## config.mk

```make
export PLATFORM = sky130hd
export DESIGN_NAME = alu32_issue_ctrl
export DESIGN_NICKNAME = d
export VERILOG_FILES = /design/src/rtl/alu32_issue_ctrl.sv
export SDC_FILE = /design/constraint.sdc
export NUM_CORES = 1
export LEC_CHECK = 0
export ABC_AREA = 0
export BUFFER_PORTS_ARGS = -buffer_cell sky130_fd_sc_hd__buf_2
export CAP_MARGIN = 20
export CORE_MARGIN = 2
export CORE_UTILIZATION = 47
export CTS_BUF_LIST = sky130_fd_sc_hd__clkbuf_8
export DETAILED_ROUTE_END_ITERATION = 10
export GPL_ROUTABILITY_DRIVEN = 1
export PLACE_DENSITY = 0.78
export SETUP_SLACK_MARGIN = 0.3
export SLEW_MARGIN = 20
export SYNTH_ARGS = -nofsm -noshare
export SYNTH_HDL_FRONTEND = slang
export SYNTH_SLANG_ARGS = --single-unit
```

## constraint.sdc

```tcl
create_clock -name clk -period 2.7 [get_ports clk]
set_clock_uncertainty 0.1 [all_clocks]
set_input_delay 0.135 -clock clk [delete_from_list [all_inputs] [get_ports clk]]
set_output_delay 0.135 -clock clk [all_outputs]
set_load 0.05 [all_outputs]
```

## src/rtl/alu32_issue_ctrl.sv

```systemverilog
// Purpose: issue sequencer in front of ALU32; launches one op, waits SETTLE_CYCLES, returns the captured status.
// Latency: the response is valid SETTLE_CYCLES edges after acceptance (0 edges for an illegal opcode); throughput is 1 op per SETTLE_CYCLES+2 cycles.
// Backpressure: req_ready only in IDLE; the response is held indefinitely while rsp_ready=0. ALU32_ISSUE_STATS_EN adds op_count/ovf_count.
module alu32_issue_ctrl #(
  parameter int WIDTH         = 32,
  parameter int SETTLE_CYCLES = 1
) (
  input  logic             clk,
  input  logic             rst_n,
  input  logic             req_valid,
  output logic             req_ready,
  input  logic [WIDTH-1:0] req_a,
  input  logic [WIDTH-1:0] req_b,
  input  logic [3:0]       req_opcode,
  output logic [WIDTH-1:0] alu_a,
  output logic [WIDTH-1:0] alu_b,
  output logic [3:0]       alu_opcode,
  input  logic [WIDTH-1:0] alu_result,
  input  logic             alu_cout,
  input  logic             alu_overflow,
  output logic             rsp_valid,
  input  logic             rsp_ready,
  output logic [WIDTH-1:0] rsp_result,
  output logic             rsp_cout,
  output logic             rsp_overflow,
  output logic             rsp_zero,
  output logic             rsp_illegal
`ifdef ALU32_ISSUE_STATS_EN
  ,
  output logic [31:0]      op_count,
  output logic [31:0]      ovf_count
`endif
);

  typedef enum logic [1:0] {
    IDLE   = 2'd0,
    SETTLE = 2'd1,
    RESP   = 2'd2
  } state_e;

  localparam logic [3:0] SETTLE_INIT = 4'(SETTLE_CYCLES - 1);

  state_e           state_q, state_d;
  logic [3:0]       cnt_q, cnt_d;
  logic [WIDTH-1:0] alu_a_q, alu_a_d;
  logic [WIDTH-1:0] alu_b_q, alu_b_d;
  logic [3:0]       alu_op_q, alu_op_d;
  logic [WIDTH-1:0] rsp_result_q, rsp_result_d;
  logic             rsp_cout_q, rsp_cout_d;
  logic             rsp_ovf_q, rsp_ovf_d;
  logic             rsp_zero_q, rsp_zero_d;
  logic             rsp_ill_q, rsp_ill_d;

  function automatic logic is_legal(input logic [3:0] op);
    case (op)
      4'b0000, 4'b0001, 4'b0010, 4'b0011,
      4'b0111, 4'b0110, 4'b1100: is_legal = 1'b1;
      default:                   is_legal = 1'b0;
    endcase
  endfunction

  // Next-state logic: accept in IDLE, count down the settle window, hold the response until taken.
  always_comb begin
    state_d      = state_q;
    cnt_d        = cnt_q;
    alu_a_d      = alu_a_q;
    alu_b_d      = alu_b_q;
    alu_op_d     = alu_op_q;
    rsp_result_d = rsp_result_q;
    rsp_cout_d   = rsp_cout_q;
    rsp_ovf_d    = rsp_ovf_q;
    rsp_zero_d   = rsp_zero_q;
    rsp_ill_d    = rsp_ill_q;
    case (state_q)
      IDLE: begin
        if (req_valid) begin
          alu_a_d  = req_a;
          alu_b_d  = req_b;
          alu_op_d = req_opcode;
          if (is_legal(req_opcode)) begin
            state_d = SETTLE;
            cnt_d   = SETTLE_INIT;
          end else begin
            // Illegal ops never touch the ALU output; answer straight away.
            state_d      = RESP;
            rsp_result_d = '0;
            rsp_cout_d   = 1'b0;
            rsp_ovf_d    = 1'b0;
            rsp_zero_d   = 1'b1;
            rsp_ill_d    = 1'b1;
          end
        end
      end
      SETTLE: begin
        if (cnt_q == 4'd0) begin
          state_d      = RESP;
          rsp_result_d = alu_result;
          rsp_cout_d   = alu_cout;
          rsp_ovf_d    = alu_overflow;
          rsp_zero_d   = (alu_result == '0);
          rsp_ill_d    = 1'b0;
        end else begin
          cnt_d = cnt_q - 4'd1;
        end
      end
      RESP: begin
        if (rsp_ready) begin
          state_d = IDLE;
        end
      end
      default: state_d = IDLE;
    endcase
  end

  // State, operand and response registers; reset discards any in-flight op.
  always_ff @(posedge clk or negedge rst_n) begin
    if (!rst_n) begin
      state_q      <= IDLE;
      cnt_q        <= '0;
      alu_a_q      <= '0;
      alu_b_q      <= '0;
      alu_op_q     <= '0;
      rsp_result_q <= '0;
      rsp_cout_q   <= 1'b0;
      rsp_ovf_q    <= 1'b0;
      rsp_zero_q   <= 1'b0;
      rsp_ill_q    <= 1'b0;
    end else begin
      state_q      <= state_d;
      cnt_q        <= cnt_d;
      alu_a_q      <= alu_a_d;
      alu_b_q      <= alu_b_d;
      alu_op_q     <= alu_op_d;
      rsp_result_q <= rsp_result_d;
      rsp_cout_q   <= rsp_cout_d;
      rsp_ovf_q    <= rsp_ovf_d;
      rsp_zero_q   <= rsp_zero_d;
      rsp_ill_q    <= rsp_ill_d;
    end
  end

  assign req_ready    = (state_q == IDLE);
  assign rsp_valid    = (state_q == RESP);
  assign alu_a        = alu_a_q;
  assign alu_b        = alu_b_q;
  assign alu_opcode   = alu_op_q;
  assign rsp_result   = rsp_result_q;
  assign rsp_cout     = rsp_cout_q;
  assign rsp_overflow = rsp_ovf_q;
  assign rsp_zero     = rsp_zero_q;
  assign rsp_illegal  = rsp_ill_q;

`ifdef ALU32_ISSUE_STATS_EN
  logic [31:0] op_count_q, op_count_d;
  logic [31:0] ovf_count_q, ovf_count_d;

  // Counters advance on each response handshake and wrap naturally.
  always_comb begin
    op_count_d  = op_count_q;
    ovf_count_d = ovf_count_q;
    if (rsp_valid && rsp_ready) begin
      op_count_d = op_count_q + 32'd1;
      if (rsp_ovf_q) begin
        ovf_count_d = ovf_count_q + 32'd1;
      end
    end
  end

  // Counter registers.
  always_ff @(posedge clk or negedge rst_n) begin
    if (!rst_n) begin
      op_count_q  <= '0;
      ovf_count_q <= '0;
    end else begin
      op_count_q  <= op_count_d;
      ovf_count_q <= ovf_count_d;
    end
  end

  assign op_count  = op_count_q;
  assign ovf_count = ovf_count_q;
`endif

endmodule
```

**After elaboration in Yosys (flattened, before gate mapping)**

Cells that the tools add are included.

- Bits in registers: 110
- Input bits: 106
- Output and inout port bits: 106
- Word-level logic and storage cells: 63

- $add $sub $neg: 1
- Equality and inequality tests: 14
- Multiplexer cells: 28
- Reduce and logical (&&, ||, !) cells: 10

Operator list:

| cell | count |
|---|---|
| $mux 32 | 3 |
| $pmux 32 s2 | 1 |
| $logic_not 32->1 | 1 |
| $mux 4 | 3 |
| $mux 1 | 11 |
| $eq 4x2->1 const B | 2 |
| $eq 4x3->1 const B | 2 |
| $logic_not 4->1 | 2 |
| $mux 2 | 4 |
| $ne 2x2->1 const B | 4 |
| $pmux 1 s2 | 4 |
| $pmux 4 s2 | 1 |
| $reduce_and 4->1 | 2 |
| $reduce_or 7->1 | 1 |
| $pmux 2 s3 | 1 |
| $eq 4x1->1 const B | 1 |
| $eq 4x4->1 const B | 1 |
| $ne 2x1->1 const B | 2 |
| $sub 4x1->4 const B | 1 |
| $reduce_and 3->1 | 1 |
| $eq 2x1->1 const B | 1 |
| $eq 2x2->1 const B | 1 |
| $logic_not 2->1 | 1 |
| $reduce_and 2->1 | 1 |
| $reduce_bool 2->1 | 1 |

**Longest topological paths before layout**

- Depth after elaboration: 8
- Mapped depth: 8
- Gate-level depth less buffers: 6

**Worst setup path before layout**

OpenSTA, ideal clock, no wires.

- Path kind: reg-to-reg
- From: reg state_q[1]
- To: reg alu_b_q[10], in the netlist alu_b[10]
- Setup time: 0.066 ns
- Arrival: 1.979 ns
- Data required time: 2.534 ns
- Path slack: 0.554 ns
- Stages on the path, launching flop included: 8
- Path buffers: 3
- Period minus slack after synthesis: 2.146 ns
- Path through: dfrtp_1 -> nor2_1 -> and2_1 -> buf_2 -> buf_2 -> buf_2 -> nand2_1 -> nand2_1

- Word-level cells in the longest chain between the ends: 2

RTL lines:

| what | RTL line | source |
|---|---|---|
| start: declaration | 43 | `state_e state_q, state_d;` |
| start signal: assignment | 129 | `state_q <= state_d;` |
| $logic_not 2->1 | n/a |  |
| net req_ready | 11 | `output logic req_ready,` |
| $reduce_and 2->1 (no source line) | n/a |  |
| end signal: assignment | 132 | `alu_b_q <= alu_b_d;` |
| end: declaration | 46 | `logic [WIDTH-1:0] alu_b_q, alu_b_d;` |

The timed path passes the listed nets, and every way through them passes these cells.
A chain may end at the register's enable or synchronous reset.

**Worst setup path after layout**

- From: reg cnt_q[0]
- To: reg rsp_zero_q, in the netlist rsp_zero

- Word-level cells in the longest chain between the ends: 3

RTL lines:

| what | RTL line | source |
|---|---|---|
| start: declaration | 44 | `logic [3:0] cnt_q, cnt_d;` |
| start signal: assignment | 130 | `cnt_q <= cnt_d;` |
| $logic_not 4->1 | 95 | `if (cnt_q == 4'd0) begin` |
| $ne 2x2->1 (no source line) | n/a |  |
| $reduce_and 4->1 (no source line) | n/a |  |
| end signal: assignment | 137 | `rsp_zero_q <= rsp_zero_d;` |
| end: declaration | 51 | `logic rsp_zero_q, rsp_zero_d;` |

Every way passes these cells.

==> results.json <==
{
  "max_slew.worst_pin.slew_ns": 0.694,
  "crit_type": "flip-flop to flip-flop",
  "die_height_um": 99.0,
  "cts_post_setup_buffers_inserted": 0,
  "dr_vias": 4229,
  "cts-htree-levels": 3,
  "fin_nets": 834,
  "finalCriticalPeriod_ns": 2.21,
  "total_power_uw": 8860,
  "dr.max_layer_used": "met4",
  "global_route.overflow_total": 0,
  "postSynth.asyncResetShare_pct": 100,
  "post_route_clock_period_utilization_pct": 81.8,
  "proportion_of_layout_cells_with_a_drive_suffix_above_1_pct": 32.7,
  "routedLengthMet1_um": 5160,
  "wl_um": 13300,
  "post-route-drc-count": 0,
  "clock_insertion_delay_worst_skew_ns": 0.35,
  "numPortBuffers": 211,
  "clock_path_buffers": 2,
  "fmax_mhz": 453,
  "drt-wirelength-per-cell_um": 15.9,
  "total_of_flip_flops_plus_latches_after_synthesis": 110,
  "crit_path_end_kind": "flip-flop",
  "placedCellCount": 719,
  "grt_usage_pct": 27.3,
  "flow.area_growth_from_synthesis_pct": 55.4,
  "synthDominantCellAreaShare_pct": 64.9,
  "gpl.final_weighted_congestion": 0.776,
  "syn_nets": 524,
  "ys.warnings.count": 0,
  "antenna_cells_inserted": 0,
  "boundaryPins": 212,
  "route.met3.wl_um": 1050,
  "critPathRequiredTime_ns": 2.84,
  "route.detailed.vias_per_inst": 5.04,
  "floorplan.initialDensity_pct": 48.6,
  "crit_end": "rsp_zero$_DFFE_PN0P_",
  "netlist-cell-type-count": 29,
  "avgSynthCellArea_um2": 10.2,
  "floorplan.core_area_um2": 8720,
  "drv_slew": 0,
  "run_status": "completed",
  "timing.reg2reg.setup_slack_ns": 0.49,
  "global_route_wire_length_before_repair_um": 21300,
  "cell_area_after_layout_um2": 6590,
  "leak_pwr_uw": 0.00368,
  "std_cell_rows": 34,
  "worst_hold_path_type": "primary input to asynchronous set/reset pin",
  "cts_tree": "yes",
  "worst_setup_path_startpoint": "cnt_q[0]$_DFFE_PN0P_",
  "first_iter_violations": 159,
  "power.density_cell_area_nw_per_um2": 1350,
  "cts_hold_buf": 104,
  "synthDominantAreaCellType": "sky130_fd_sc_hd__dfrtp_1",
  "synthesis.instances": 416,
  "slew_headroom_pct": 53.8,
  "grt_pass1_vias": 4408,
  "placedInstanceArea_um2": 5370,
  "regToRegEndpoint": "rsp_zero$_DFFE_PN0P_",
  "synth_flop_cell": "sky130_fd_sc_hd__dfrtp_1",
  "design.die.area_um2": 9800,
  "drv_cap": 0,
  "synth_area_leaders": "sky130_fd_sc_hd__dfrtp_1 (65%), sky130_fd_sc_hd__nand2_1 (18%), sky130_fd_sc_hd__a22o_1 (7.0%)",
  "drtPass1Iterations": 5,
  "unrepaired_setup_endpoints_after_global_routing": "no",
  "worst_ir_drop_vdd_v": 0.00104,
  "cts_root_buffer": "sky130_fd_sc_hd__clkbuf_8",
  "critical_path.reg2reg.startpoint": "cnt_q[0]$_DFFE_PN0P_",
  "synth_sequential_area_ratio_pct": 64.9,
  "worstSetupStartpointType": "flip-flop",
  "grt_max_degree": 70,
  "critical_path.max_fanout": 36,
  "dp.final_hpwl_um": 7770,
  "post_cts_resize_count": 0,
  "hold_viol": 0,
  "final_tns_setup_ns": 0,
  "clk_pin_slew_ns": 0.10,
  "cts_made_buffers": 9,
  "synthMostInstantiatedCell": "sky130_fd_sc_hd__nand2_1",
  "route.antenna.remaining_nets": 0,
  "initial_antenna_violation_count": 0,
  "worstPathArrival_ns": 2.35,
  "count_of_flip_flops_with_a_built_in_enable_after_synthesis": 0,
  "ys_top_cells_by_count": "sky130_fd_sc_hd__nand2_1 (207), sky130_fd_sc_hd__dfrtp_1 (110), sky130_fd_sc_hd__a22o_1 (34), sky130_fd_sc_hd__clkbuf_1 (10), sky130_fd_sc_hd__nor4_1 (8)",
  "clock_sinks": 110,
  "whs_ns": 0.127,
  "routed_length_on_met2_um": 6840,
  "stdcell_count": 839,
  "netlist_area_um2": 4240,
  "worstRegToRegCells": 7,
  "setup_viol": 0,
  "fp.dieW_um": 99.0
}
==> where the power goes <==
part	total (uW)	switching, uW	internal [uW]
Sequential	2890	470	2420
Clock	895	556	340
Combinational	5080	3900	1180
Total	8860	4920	3940
==> cell usage in the layout (no fill, tap or decap), types with 3 or more instances in the layout <==
| cell | instances |
|---|---|
| sky130_fd_sc_hd__buf_2 | 210 |
| sky130_fd_sc_hd__inv_1 | 5 |
| sky130_fd_sc_hd__clkbuf_8 | 9 |
| sky130_fd_sc_hd__nor4_1 | 8 |
| sky130_fd_sc_hd__dfrtp_1 | 110 |
| sky130_fd_sc_hd__nand3_1 | 3 |
| sky130_fd_sc_hd__a22o_1 | 34 |
| sky130_fd_sc_hd__dlygate4sd3_1 | 104 |
| sky130_fd_sc_hd__buf_4 | 6 |
| sky130_fd_sc_hd__nor2_1 | 5 |
| sky130_fd_sc_hd__nand2_1 | 206 |
==> state kept, by name, indices dropped and copies added (netlist names) <==
name,cells
rsp_overflow,1
alu_a,32
rsp_cout,1
alu_b,32
rsp_result,32
state_q,2
alu_opcode,4
rsp_zero,1
cnt_q,4
rsp_illegal,1
==> area by class of cell <==
cell class	instances	area [um2]
clock buffer	9	124
clock inverter	7	50.0
fill	559	2130
inverter	4	15.0
multi-input combinational	280	1350
sequential	110	2750
tap	108	135
timing repair buffer	321	2160
==> per-stage QoR <==
step | setup slack (ns) | utilization (%)
2_1_floorplan | 0.554 | -
5_1_grt | 0.361 | 75.5
6_report | 0.492 | 75.5
3_5_place_dp | 0.537 | 61.6
4_1_cts | 0.518 | 75.5
3_3_place_gp | 0.610 | 61.6
==> worst max-delay path, cell delays in order, from the launching register on <==
cell	delay, ns
sky130_fd_sc_hd__dfrtp_1	0.39
sky130_fd_sc_hd__inv_1	0.11
sky130_fd_sc_hd__ha_1	0.16
sky130_fd_sc_hd__or3b_4	0.41
sky130_fd_sc_hd__nor3b_4	0.26
sky130_fd_sc_hd__buf_4	0.39
sky130_fd_sc_hd__o21a_1	0.21
sky130_fd_sc_hd__a21oi_2	0.04
==> layer usage <==
layer,up-vias,track usage [%]
li1,1965,-
met4,0,9.59
met1,2023,34.1
met2,210,47.5
met5,-,0
met3,31,5.25
==> kinds of logic after synthesis <==
group                      after synthesis  share of synthesized area (%)
AOI/OAI and AO/OA                       42                           8.41
xor gates and xnor gates                 2                          0.413
adders and majority gates                2                          0.590
buffers and inverters                   26                           3.39
DFF                                    110                           64.9
muxes                                    1                          0.266
and+or+nand+nor                        233                           22.0
==> worst min path at each step <==
stage | end | startpoint | cells after the start | slack [ns]
2_1_floorplan | alu_a[0]$_DFFE_PN0P_ | rst_n | 0 | -0.26
3_3_place_gp | alu_b[5]$_DFFE_PN0P_ | rst_n | 1 | -0.03
3_5_place_dp | alu_b[1]$_DFFE_PN0P_ | rst_n | 1 | -0.03
4_1_cts | alu_b[1]$_DFFE_PN0P_ | rst_n | 2 | 0.12
5_1_grt | alu_b[1]$_DFFE_PN0P_ | rst_n | 2 | 0.14
6_report | alu_b[1]$_DFFE_PN0P_ | rst_n | 2 | 0.13
(Power assumes the default switching activity.)
